`src/rtl/ahb_pkg.sv`:
```
// Shared AHB encodings: transfer types, response codes and default-slave state.
package ahb_pkg;

  localparam logic [1:0] HTRANS_IDLE   = 2'b00;
  localparam logic [1:0] HTRANS_BUSY   = 2'b01;
  localparam logic [1:0] HTRANS_NONSEQ = 2'b10;
  localparam logic [1:0] HTRANS_SEQ    = 2'b11;

  localparam logic [1:0] HRESP_OKAY    = 2'b00;
  localparam logic [1:0] HRESP_ERROR   = 2'b01;
  localparam logic [1:0] HRESP_RETRY   = 2'b10;
  localparam logic [1:0] HRESP_SPLIT   = 2'b11;

  typedef enum logic [1:0] {
    DS_IDLE = 2'd0,
    DS_ERR1 = 2'd1,
    DS_ERR2 = 2'd2
  } ds_state_e;

  // True for transfers that need a response (NONSEQ or SEQ).
  function automatic logic is_active(input logic [1:0] trans);
    return (trans == HTRANS_NONSEQ) || (trans == HTRANS_SEQ);
  endfunction

endpackage

```
`src/rtl/ahb_default_slave.sv`:
```
// Default slave: answers unmapped NONSEQ/SEQ with the two-cycle ERROR response.
module ahb_default_slave
  import ahb_pkg::*;
(
  input  logic       hclk,
  input  logic       hreset,
  input  logic       accept,
  input  logic [1:0] htrans,
  output logic       hready,
  output logic [1:0] hresp
);

  ds_state_e state, state_nxt;

  always_ff @(posedge hclk) begin
    if (hreset) state <= DS_IDLE;
    else        state <= state_nxt;
  end

  always_comb begin
    state_nxt = state;
    case (state)
      DS_IDLE: if (accept && is_active(htrans)) state_nxt = DS_ERR1;
      DS_ERR1: state_nxt = DS_ERR2;
      DS_ERR2: state_nxt = (accept && is_active(htrans)) ? DS_ERR1 : DS_IDLE;
      default: state_nxt = DS_IDLE;
    endcase
  end

  always_comb begin
    hready = 1'b1;
    hresp  = HRESP_OKAY;
    case (state)
      DS_ERR1: begin hready = 1'b0; hresp = HRESP_ERROR; end
      DS_ERR2: begin hready = 1'b1; hresp = HRESP_ERROR; end
      default: begin hready = 1'b1; hresp = HRESP_OKAY;  end
    endcase
  end

endmodule

```
`src/rtl/ahb_resp_mux.sv`:
```
// Slave-to-master response mux with data-phase select register.
// Define AHB_DEFAULT_SLAVE_EN to answer unmapped NONSEQ/SEQ with ERROR.
module ahb_resp_mux
  import ahb_pkg::*;
#(
  parameter int unsigned NUM_SLAVES = 3,
  parameter int unsigned DATA_W     = 32
) (
  input  logic                         hclk,
  input  logic                         hreset,
  input  logic [NUM_SLAVES-1:0]        hsel_s,
  input  logic [1:0]                   htrans,
  input  logic [NUM_SLAVES*DATA_W-1:0] hrdata_s,
  input  logic [NUM_SLAVES-1:0]        hready_s,
  input  logic [2*NUM_SLAVES-1:0]      hresp_s,
  output logic [DATA_W-1:0]            hrdata,
  output logic                         hready,
  output logic [1:0]                   hresp,
  output logic [NUM_SLAVES-1:0]        hsel_dp
);

  logic [NUM_SLAVES-1:0] sel_dp;
  logic [NUM_SLAVES-1:0] sel_low;

  // Isolate the lowest set bit so overlapping decodes resolve to one slave.
  assign sel_low = hsel_s & (~hsel_s + NUM_SLAVES'(1));

  always_ff @(posedge hclk) begin
    if (hreset)      sel_dp <= '0;
    else if (hready) sel_dp <= sel_low;
  end

  assign hsel_dp = sel_dp;

`ifdef AHB_DEFAULT_SLAVE_EN
  logic       def_dp;
  logic       ds_accept;
  logic       ds_hready;
  logic [1:0] ds_hresp;

  always_ff @(posedge hclk) begin
    if (hreset)      def_dp <= 1'b0;
    else if (hready) def_dp <= (hsel_s == '0) && is_active(htrans);
  end

  assign ds_accept = hready && (hsel_s == '0);

  ahb_default_slave u_default_slave (
    .hclk   (hclk),
    .hreset (hreset),
    .accept (ds_accept),
    .htrans (htrans),
    .hready (ds_hready),
    .hresp  (ds_hresp)
  );
`else
  logic unused_htrans;
  assign unused_htrans = ^htrans;
`endif

  // Data-phase routing; an empty select answers OKAY with zero data.
  always_comb begin
    hrdata = '0;
    hready = 1'b1;
    hresp  = HRESP_OKAY;
`ifdef AHB_DEFAULT_SLAVE_EN
    if (def_dp) begin
      hready = ds_hready;
      hresp  = ds_hresp;
    end
`endif
    for (int i = 0; i < int'(NUM_SLAVES); i++) begin
      if (sel_dp[i]) begin
        hrdata = hrdata_s[i*DATA_W +: DATA_W];
        hready = hready_s[i];
        hresp  = hresp_s[2*i +: 2];
      end
    end
  end

endmodule
```
`config.mk`:
```
export PLATFORM = sky130hd
export DESIGN_NAME = ahb_resp_mux
export DESIGN_NICKNAME = d
export VERILOG_FILES = /design/src/rtl/ahb_pkg.sv /design/src/rtl/ahb_default_slave.sv /design/src/rtl/ahb_resp_mux.sv
export SDC_FILE = /design/constraint.sdc
export NUM_CORES = 1
export LEC_CHECK = 0
export ABC_AREA = 1
export BUFFER_PORTS_ARGS = -buffer_cell sky130_fd_sc_hd__buf_2
export CAP_MARGIN = 10
export CORE_MARGIN = 3
export CORE_UTILIZATION = 32
export CTS_BUF_LIST = sky130_fd_sc_hd__clkbuf_4 sky130_fd_sc_hd__clkbuf_8 sky130_fd_sc_hd__clkbuf_16
export CTS_CLUSTER_SIZE = 10
export DETAILED_ROUTE_END_ITERATION = 12
export PLACE_DENSITY = 0.93
export SLEW_MARGIN = 20
export SYNTH_ARGS = -nofsm -noshare
export SYNTH_HDL_FRONTEND = slang
export SYNTH_SLANG_ARGS = --single-unit
```
`constraint.sdc`:
```
create_clock -name hclk -period 1.4 [get_ports hclk]
set_input_delay 0.28 -clock hclk [delete_from_list [all_inputs] [get_ports hclk]]
set_output_delay 0.28 -clock hclk [all_outputs]
set_load 0.03 [all_outputs]
```
Word-level counts from Yosys, hierarchy flattened --
Cells that the tools add are included.
Cells by class: add/sub/neg operators 1, multiplexer cells 9, bitwise logic cells 2
Operators with widths (count):
- $mux 32 | 3
- $mux 2 | 3
- $add 3x1->3 const B | 1
- $and 3x3->3 | 1
- $mux 1 | 3
- $not 3->3 | 1
Word-level totals: bits in registers 3, input port bits 112, output and inout port bits 38

Longest topological paths before layout --
Gate-level depths: netlist (run 1).
depth after elaboration 3, mapped depth 7, gate-level depth less buffers 6

Worst setup path after synthesis (run 1) --
Ideal clock, no wire load.
path type register -> output, from reg sel_dp[0] (netlist: hsel_dp[0]), to out hrdata[10], arrival time 1.447 ns, data required time 1.120 ns, path slack -0.327 ns, stages on the path, launching flop included 5, buffers on the path 2, cell sequence dfxtp_1 -> buf_4 -> buf_4 -> nand3_1 -> a21oi_1
Between the ends: cells in the longest elaborated chain, start to end 3
RTL lines:
- start: declaration | line ahb_resp_mux.sv:22 | logic [NUM_SLAVES-1:0] sel_dp;
- start signal: assignment | line ahb_resp_mux.sv:30 | else if (hready) sel_dp <= sel_low;
- $mux 32 (3 in series) | line ahb_resp_mux.sv:73 | if (sel_dp[i]) begin
- end: declaration | line ahb_resp_mux.sv:16 | output logic [DATA_W-1:0] hrdata,
Every way passes these cells.

Worst setup path after layout (run 1) --
from reg sel_dp[1] (netlist: hsel_dp[1]), to out hrdata[21]
Between the ends: cells in the longest elaborated chain, start to end 2
RTL lines (line):
- $mux 32 (2 in series) | ahb_resp_mux.sv:73
Every way passes these cells.

==> results.tsv, run 1 <==
stage	metric	value	unit
drt	detailedRoute.firstPassIterationCount	4	
yosys	mappedNetlistNets	296	
critical_path	cell_class_contributing_the_biggest_share_of_worst_path_delay	flip-flops	
timing	timing.clock.skew	2.712	ps
critical_path	worstSetupPathType	register to primary output	
global_routing	grt_pass1_wl	8756	um
critical_path	worst_r2r_path_depth	5	
drt	routedWlPerCell	15.23	um
outcome	failed_checks	negative setup slack	
min_path	min_path_type	input pin to register	
clocking	cts.sink_count	3	
critical_path	cp_slowest_cell	sky130_fd_sc_hd__dfxtp_4	
drt	drt_drc_violations_left	0	
clocking	cts_max_path_buffers	2	
critical_path	worst-path-max-fanout	12	
timing	timing.max_slew.rel_slack	83.21	%
placed_design	place_area	0.002143	mm^2
yosys	synth_edf_count	0	
drt	num_vias	1952	
timing	timing.final.crit_period	1557	ps
clocking	cts.reportedPaths.clkPinSlew	40	ps
outcome	status	finished, violations left	
layout	fillerInstances	215	
yosys	yosysUniqueCellTypes	17	
timing	rsz0062_at_grt	yes	
placed_design	routabilityCongestion	0.8536	
power	p_leak	1.105	nW
min_path	min_to	hsel_dp[0]$_SDFFE_PP0P_	
clocking	numCtsBuffers	3	
drt	totalWireLength	5652	um
timing	share_of_the_cycle_needed_by_the_critical_path_after_routing	111.2	%
global_routing	antenna_found_initial	0	
min_path	min_delay_path_depth	4	
power	power_density	1565	mW/mm^2
yosys	syn_inst	184	
critical_path	cp.required	1120	ps
floorplan	ios	150	
layout	fin_nets	442	
timing	timing_worst_slew_pin_value	250.9	ps
clocking	clk_latency	230	ps
layout	largest_register_ffs	3	
min_path	min_from	hreset	
global_routing	grt-ovfl-total	0	
floorplan	floorplan.die.height	62.35	um
clocking	cts_root_buf	sky130_fd_sc_hd__clkbuf_4	
clocking	cts_tree	built	
power	vdd_ir_drop_max	1.100	mV
yosys	synthesis_warning_total	0	
drt	vias_per_cell	5.261	
timing	drv_slew	0	
critical_path	worstPathArrival	1280	ps
floorplan	initial_standard_cell_utilization_of_the_core	35.03	%
global_routing	grt_start_max_net_pins	38	
critical_path	cp-start-kind	register	
flow_run	cap_viol_max_count	0	
floorplan	core_region_area	0.002900	mm^2
floorplan	std_cell_rows	19	
layout	area_growth_syn_to_fin	137.8	%
placed_design	post-dp-hpwl	4104	um
drt	detail-route-antenna-nets	0	
timing	fmaxAchievable	642.3	MHz
floorplan	die_area	0.003887	mm^2
yosys	dominantRegCellSynth	sky130_fd_sc_hd__dfxtp_1	
layout	finalCoreUtilization	83.30	%
critical_path	reg2reg_setup_slack	240	ps
global_routing	globalRouteTotalUtil	26.97	%
critical_path	critical_path.cell_chain	buf_6 > a21oi_1 > a21oi_4 > buf_4	
timing	setup-violations-final	35	
timing	final-hold-violation-count	0	
layout	antenna-diode-count	0	
drt	drt_iter0_markers	114	
critical_path	critical_path.n_buffers_inverters	2	
placed_design	port_buffers	147	
yosys	synthesized_cell_area	0.001016	mm^2
yosys	ys_seq_area_share	5.911	%
critical_path	capturing_element_type_of_the_critical_path	primary output	
critical_path	critical-path-max-stage-delay	420	ps
layout	drive_above_1_share	71.73	%
layout	fin_area	0.002416	mm^2
clocking	post-cts-setup-buffers	0	
yosys	yosys_register_bits	3	
yosys	async_reset_ff_share	0	%
clocking	clock_tree.htree_level_count	1	
critical_path	worstReg2RegEnd	hsel_dp[0]$_SDFFE_PP0P_	
global_routing	first_global_vias	1957	
timing	worst_slack	-156.9	ps
yosys	synth.avg_cell_area	5.522	um^2
floorplan	die_x	62.35	um
critical_path	worst_r2r_startpoint	hsel_dp[2]$_SDFFE_PP0P_	
[logic make-up (layout without fill, tap and decap cells)]
family,after synthesis,count (layout),share of synthesized area [%]
AO/OA/AOI/OAI,73,73,37.44
flip-flops,3,3,5.912
buffers and inverters,24,169,18.47
AND/OR/NAND/NOR,84,84,38.18
[cells in the final DEF (no fill, tap or decap)]
cell                         n
sky130_fd_sc_hd__nor2_2      2
sky130_fd_sc_hd__dfxtp_4     1
sky130_fd_sc_hd__nand3_1    30
sky130_fd_sc_hd__a21oi_4    32
sky130_fd_sc_hd__inv_1       4
sky130_fd_sc_hd__nand2_1     6
sky130_fd_sc_hd__dfxtp_2     2
sky130_fd_sc_hd__buf_4      37
sky130_fd_sc_hd__inv_2       1
sky130_fd_sc_hd__nor2_1     36
sky130_fd_sc_hd__buf_12      4
sky130_fd_sc_hd__a21oi_1    16
sky130_fd_sc_hd__nand3_2     7
sky130_fd_sc_hd__clkbuf_4    5
sky130_fd_sc_hd__inv_12      1
sky130_fd_sc_hd__nand2_2     1
sky130_fd_sc_hd__nand3b_4    1
sky130_fd_sc_hd__buf_2     111
sky130_fd_sc_hd__o21ai_0     1
sky130_fd_sc_hd__a21oi_2    24
sky130_fd_sc_hd__nand2_4     1
sky130_fd_sc_hd__buf_6       6
[power by group]
group	internal [W]	leakage [nW]	switching (W)
sequential	0.000112	0.0261	0.0000437
clock	0.000126	0.0184	0.0000425
combinational	0.00142	1.06	0.00204
total	0.00165	1.10	0.00213
[worst register-to-register path: stages (launching register included)]
cell and delay, ps:
sky130_fd_sc_hd__dfxtp_2 350, sky130_fd_sc_hd__buf_6 220, sky130_fd_sc_hd__nand2_1 120, sky130_fd_sc_hd__buf_4 160, sky130_fd_sc_hd__a21oi_1 140, sky130_fd_sc_hd__nor2_1 60
[metal layers]
metal	share of wire, %	GRT usage (%)	wire [um]	vias up
met3	7.6	6.126	429	24
met4	3.7	11.29	207	0
met1	34	26.49	1909	894
met2	55	53.36	3105	99
met5	0	0	0	-
li1	-	-	-	935
[layout make-up]
type                       count  area [um^2]  share of cell area [%]
clock buffer                   4        30.03                   1.243
timing repair buffer         159        988.4                   40.91
tap                           42        52.55                   2.175
inverter                       6        35.03                   1.450
multi-input combinational    157         1244                   51.48
sequential                     3        66.31                   2.745
[synthesized netlist by cell type (3+ instances only)]
cell,instances,area [um^2]
sky130_fd_sc_hd__a21oi_1,70,350.3
sky130_fd_sc_hd__nor2_1,38,142.6
sky130_fd_sc_hd__nand3_1,37,185.2
sky130_fd_sc_hd__buf_6,8,90.09
sky130_fd_sc_hd__buf_4,7,52.55
sky130_fd_sc_hd__nand2_1,6,22.52
sky130_fd_sc_hd__inv_1,4,15.01
sky130_fd_sc_hd__buf_2,3,15.01
sky130_fd_sc_hd__dfxtp_1,3,60.06
[worst max-delay path by stage]
stage | startpoint | endpoint | slack, ps | cells past startpoint
after floorplan | hsel_dp[0]$_SDFFE_PP0P_ | hrdata[10] | 10 | 4
after global placement | hsel_dp[1]$_SDFFE_PP0P_ | hrdata[24] | 30 | 4
after detailed placement | hsel_dp[1]$_SDFFE_PP0P_ | hrdata[14] | -10 | 4
after CTS | hsel_dp[1]$_SDFFE_PP0P_ | hrdata[24] | -150 | 4
after global routing | hsel_dp[1]$_SDFFE_PP0P_ | hrdata[24] | -210 | 4
final | hsel_dp[1]$_SDFFE_PP0P_ | hrdata[21] | -160 | 4
[timing repair]
action	4_1_cts	5_1_grt
endpoints found under the setup margin	35	36
hold buffers	0	0
resized for setup	58	16
[stage by stage]
step | hold slack (ps) | TNS, ps | std cells | setup WS (ps) | power, W
2_1_floorplan | 411.6 | 0 | 184 | 10.24 | 0.002482
3_3_place_gp | 539.2 | 0 | 367 | 29.61 | 0.003128
3_5_place_dp | 544.9 | -11.72 | 367 | -11.72 | 0.003187
4_1_cts | 300.7 | -4528 | 371 | -148.6 | 0.003709
5_1_grt | 315.5 | -6462 | 371 | -209.9 | 0.003989
6_report | 307.8 | -4519 | 371 | -156.9 | 0.003782
Note: power is estimated with default switching activity, not from simulation.
==> run 2, diff against run 1 <==
--- a/config.mk
+++ b/config.mk
@@ -7,12 +7,14 @@
 export LEC_CHECK = 0
 export ABC_AREA = 1
 export BUFFER_PORTS_ARGS = -buffer_cell sky130_fd_sc_hd__buf_2
-export CAP_MARGIN = 10
+export CAP_MARGIN = 40
+export CORE_ASPECT_RATIO = 1.25
 export CORE_MARGIN = 3
 export CORE_UTILIZATION = 32
 export CTS_BUF_LIST = sky130_fd_sc_hd__clkbuf_4 sky130_fd_sc_hd__clkbuf_8 sky130_fd_sc_hd__clkbuf_16
 export CTS_CLUSTER_SIZE = 10
 export DETAILED_ROUTE_END_ITERATION = 12
+export GPL_TIMING_DRIVEN = 0
 export PLACE_DENSITY = 0.93
 export SLEW_MARGIN = 20
 export SYNTH_ARGS = -nofsm -noshare
==> run 2 against run 1 <==
Net effect:
- the flow now stops in clock tree synthesis (4_1_cts)
- synthesized cell count is the same
- synthesized area is the same
==> results.tsv, run 2 <==
stage	metric	value	unit	change
clocking	cts_max_path_buffers	2		unchanged
yosys	synthesis_warning_total	0		unchanged
yosys	synth.avg_cell_area	5.522	um^2	unchanged
yosys	syn_inst	184		unchanged
outcome	status	aborted with a tool error		was finished, violations left
outcome	run.stop_error	[ERROR DPL-0038] Utilization greater than 100%, impossible to legalize		
floorplan	ios	150		unchanged
yosys	synth_edf_count	0		unchanged
yosys	yosysUniqueCellTypes	17		unchanged
yosys	synthMostInstantiatedCell	sky130_fd_sc_hd__a21oi_1		unchanged
yosys	async_reset_ff_share	0	%	unchanged
floorplan	std_cell_rows	22		was 19
clocking	post-cts-setup-buffers	11		was 0
yosys	synthesized_cell_area	0.001016	mm^2	unchanged
yosys	yosys.area.top_type_share	34.48	%	unchanged
clocking	numCtsBuffers	3		unchanged
clocking	hold_buffers	0		unchanged
clocking	cts_root_buf	sky130_fd_sc_hd__clkbuf_4		unchanged
clocking	cts.sink_count	3		unchanged
yosys	yosys_register_bits	3		unchanged
floorplan	floorplan.die.height	69.00	um	was 62.35 um
yosys	dominantRegCellSynth	sky130_fd_sc_hd__dfxtp_1		unchanged
floorplan	die_x	56.40	um	was 62.35 um
clocking	clock_tree.htree_level_count	1		unchanged
placed_design	port_buffers	147		unchanged
yosys	synth_area_leader_cell	sky130_fd_sc_hd__a21oi_1		unchanged
yosys	netlist_top_cells_area	sky130_fd_sc_hd__a21oi_1, sky130_fd_sc_hd__nand3_1, sky130_fd_sc_hd__nor2_1		unchanged
outcome	last_stage_reached	clock tree synthesis (4_1_cts)		
clocking	number_of_gates_given_a_new_drive_strength_after_cts	203		was 58
placed_design	routabilityCongestion	0.7597		was 0.8536
yosys	netlist_top_cells_count	sky130_fd_sc_hd__a21oi_1, sky130_fd_sc_hd__nor2_1, sky130_fd_sc_hd__nand3_1		unchanged
floorplan	initial_standard_cell_utilization_of_the_core	33.86	%	was 35.03%
placed_design	post-dp-hpwl	4100	um	was 4104 um
yosys	mappedNetlistNets	296		unchanged
yosys	ys_seq_area_share	5.911	%	unchanged
[run 2: kinds of logic after synthesis]
| group | after synthesis | synth area share [%] |
|---|---|---|
| flops | 3 | 5.912 |
| buf+inv | 24 | 18.47 |
| compound gates | 73 | 37.44 |
| simple gates | 84 | 38.18 |
[run 2: stage by stage]
stage / cells / area (um^2) / TNS, ps / hold WS (ps) / worst slack (ps)
floorplan: 184 / 1373 / 0 / 411.6 / 10.24
global placement: 367 / 2153 / -89.21 / 539.5 / -18.97
detailed placement: 367 / 2153 / -323.6 / 547.3 / -55.76
==> run 3, diff against run 2 <==
--- a/config.mk
+++ b/config.mk
@@ -8,14 +8,11 @@
 export ABC_AREA = 1
 export BUFFER_PORTS_ARGS = -buffer_cell sky130_fd_sc_hd__buf_2
 export CAP_MARGIN = 40
-export CORE_ASPECT_RATIO = 1.25
-export CORE_MARGIN = 3
-export CORE_UTILIZATION = 32
-export CTS_BUF_LIST = sky130_fd_sc_hd__clkbuf_4 sky130_fd_sc_hd__clkbuf_8 sky130_fd_sc_hd__clkbuf_16
-export CTS_CLUSTER_SIZE = 10
+export CORE_AREA = 3 3 64 66
 export DETAILED_ROUTE_END_ITERATION = 12
+export DIE_AREA = 0 0 67 69
 export GPL_TIMING_DRIVEN = 0
-export PLACE_DENSITY = 0.93
+export PLACE_DENSITY_LB_ADDON = 0.15
 export SLEW_MARGIN = 20
 export SYNTH_ARGS = -nofsm -noshare
 export SYNTH_HDL_FRONTEND = slang
==> run 3 against run 2 <==
Net effect:
- the flow now finishes, with violations (negative setup slack)
==> results.tsv, run 3 (synthesis gave the netlist of run 1 again) <==
stage	metric	value	unit	change
outcome	status	finished, violations left		was aborted with a tool error
outcome	failed_checks	negative setup slack		
layout	finalCoreUtilization	88.98	%	
layout	layout.cells.most_common	sky130_fd_sc_hd__buf_2		
drt	detail-route-antenna-nets	0		
drt	drt_drc_violations_left	0		
timing	final-hold-violation-count	0		
timing	timing.max_slew.rel_slack	84.24	%	
layout	fin_area	0.003233	mm^2	
drt	drt_iter0_markers	173		
floorplan	floorplan.die.height	69	um	was 69.00 um
clocking	numCtsBuffers	3		unchanged
drt	detailedRoute.firstPassIterationCount	4		
layout	drive_above_1_share	91.14	%	
placed_design	place_area	0.002168	mm^2	was 0.002153 mm^2
timing	fmaxAchievable	643.4	MHz	
min_path	min_from	hsel_s[2]		
critical_path	worst-path-max-fanout	10		
critical_path	worstSetupPathType	register to primary output		
clocking	clk_latency	220	ps	
layout	largest_register_ffs	3		
clocking	cts_tree	built		
layout	fillerInstances	171		
timing	worst_slack	-154.3	ps	
timing	rsz0062_at_grt	yes		
power	power_density	1545	mW/mm^2	
global_routing	grt_start_max_net_pins	11		
timing	setup-violations-final	35		
global_routing	globalRouteTotalUtil	23.91	%	
floorplan	std_cell_rows	22		unchanged
critical_path	worst_setup_sp	hsel_dp[2]$_SDFFE_PP0P_		
floorplan	die_area	0.004623	mm^2	
floorplan	ios	150		unchanged
layout	fin_nets	463		
placed_design	post-dp-hpwl	3951	um	was 4100 um
global_routing	antenna_found_initial	0		
drt	routedWlPerCell	18.77	um	
layout	register_area	66.31	um^2	
global_routing	first_global_vias	2043		
power	p_leak	1.353	nW	
timing	timing.final.crit_period	1554	ps	
floorplan	die_x	67	um	was 56.40 um
timing	timing.clock.skew	0.6749	ps	
critical_path	capturing_element_type_of_the_critical_path	primary output		
power	vdd_ir_drop_max	0.8907	mV	
drt	num_vias	2166		
clocking	cts_max_path_buffers	2		unchanged
floorplan	initial_standard_cell_utilization_of_the_core	27.96	%	was 33.86%
flow_run	cap_viol_max_count	0		
critical_path	worstPathArrival	1270	ps	
critical_path	worst_r2r_startpoint	hsel_dp[1]$_SDFFE_PP0P_		
clocking	cts_root_buf	sky130_fd_sc_hd__clkbuf_8		was sky130_fd_sc_hd__clkbuf_4
placed_design	routabilityCongestion	0.7739		was 0.7597
critical_path	cp.required	1120	ps	
clocking	cts.reportedPaths.clkPinSlew	30	ps	
timing	share_of_the_cycle_needed_by_the_critical_path_after_routing	111.0	%	
critical_path	cp-start-kind	register		
drt	totalWireLength	7469	um	
placed_design	port_buffers	147		unchanged
layout	mostFrequentLayoutCells	sky130_fd_sc_hd__buf_2, sky130_fd_sc_hd__buf_6, sky130_fd_sc_hd__a21oi_2, sky130_fd_sc_hd__a21oi_4, sky130_fd_sc_hd__nand3_2		
clocking	cts.sink_count	3		unchanged
clocking	hold_buffers	0		unchanged
floorplan	core_region_area	0.003633	mm^2	
placed_design	place_inst	379		was 367
clocking	clock_tree.htree_level_count	1		unchanged
drt	vias_per_cell	5.442		
global_routing	grt-ovfl-total	0		
layout	multi_input_comb_area	0.001551	mm^2	
min_path	min_path_type	input pin to register		
layout	antenna-diode-count	0		
global_routing	grt_pass1_wl	9073	um	
timing	timing_worst_slew_pin_value	235.9	ps	
layout	area_growth_syn_to_fin	218.2	%	
timing	drv_slew	0		
layout	layoutNonFillerInstCount	398		
==> run 3: power breakdown <==
group	switching (W)	internal (W)	total [W]	leakage (nW)
Clock	0.0000619	0.000195	0.000257	0.0228
Combinational	0.00246	0.00212	0.00458	1.30
Sequential	0.0000441	0.000112	0.000157	0.0261
==> run 3: final cells by class <==
cell class / instances / share of cell area (%)
sequential: 3 / 2.051
tap: 48 / 1.858
multi-input combinational: 157 / 47.99
clock buffer: 4 / 1.393
timing repair buffer: 163 / 35.60
inverter: 6 / 1.471
buffer: 17 / 9.636
==> run 3: path summary, 6_finish.rpt <==
| check | to | slack (ps) | cells after the start |
|---|---|---|---|
| worst max register to register | hsel_dp[0]$_SDFFE_PP0P_ | 60 | 7 |
| worst max-delay path | hrdata[21] | -150 | 6 |
| worst min-delay path | hsel_dp[2]$_SDFFE_PP0P_ | 360 | 3 |
| worst min register to register | hsel_dp[2]$_SDFFE_PP0P_ | 890 | 5 |
==> run 3: worst max-delay path, cell delays in order (launching register included) <==
cell                      delay (ps)
sky130_fd_sc_hd__dfxtp_2         320
sky130_fd_sc_hd__buf_12          150
sky130_fd_sc_hd__inv_12          100
sky130_fd_sc_hd__buf_12          140
sky130_fd_sc_hd__nor2_2           50
sky130_fd_sc_hd__a21oi_4         140
sky130_fd_sc_hd__buf_6           150
==> run 3: metal layers <==
metal,part of all wire [%],vias to the layer above,wire length [um],GRT usage (%)
met4,3.9,0,292,6.532
met5,0,-,0,0
met1,32,1017,2416,26.57
met2,56,142,4160,46.18
met3,8.0,32,600,1.954
li1,-,975,-,-
==> run 3: through the flow <==
step                hold WS, ps  setup WS (ps)  TNS (ps)  power [W]
finish                    355.6         -154.3     -4078   0.004995
global route              369.6         -195.2     -5398   0.005214
CTS                       321.7         -132.3     -3902   0.004487
detailed placement        546.3         -50.15    -548.9   0.003178
global placement          540.8         -21.13    -358.0   0.003165
floorplan                 411.6          10.24         0   0.002482
==> run 3: repair_timing <==
action | CTS | global route
setup endpoints to repair | 35 | 35
pin swaps | 5 | 2
cloned | 1 | 3
gates resized for setup | 181 | 45
buffers inserted | 6 | 6
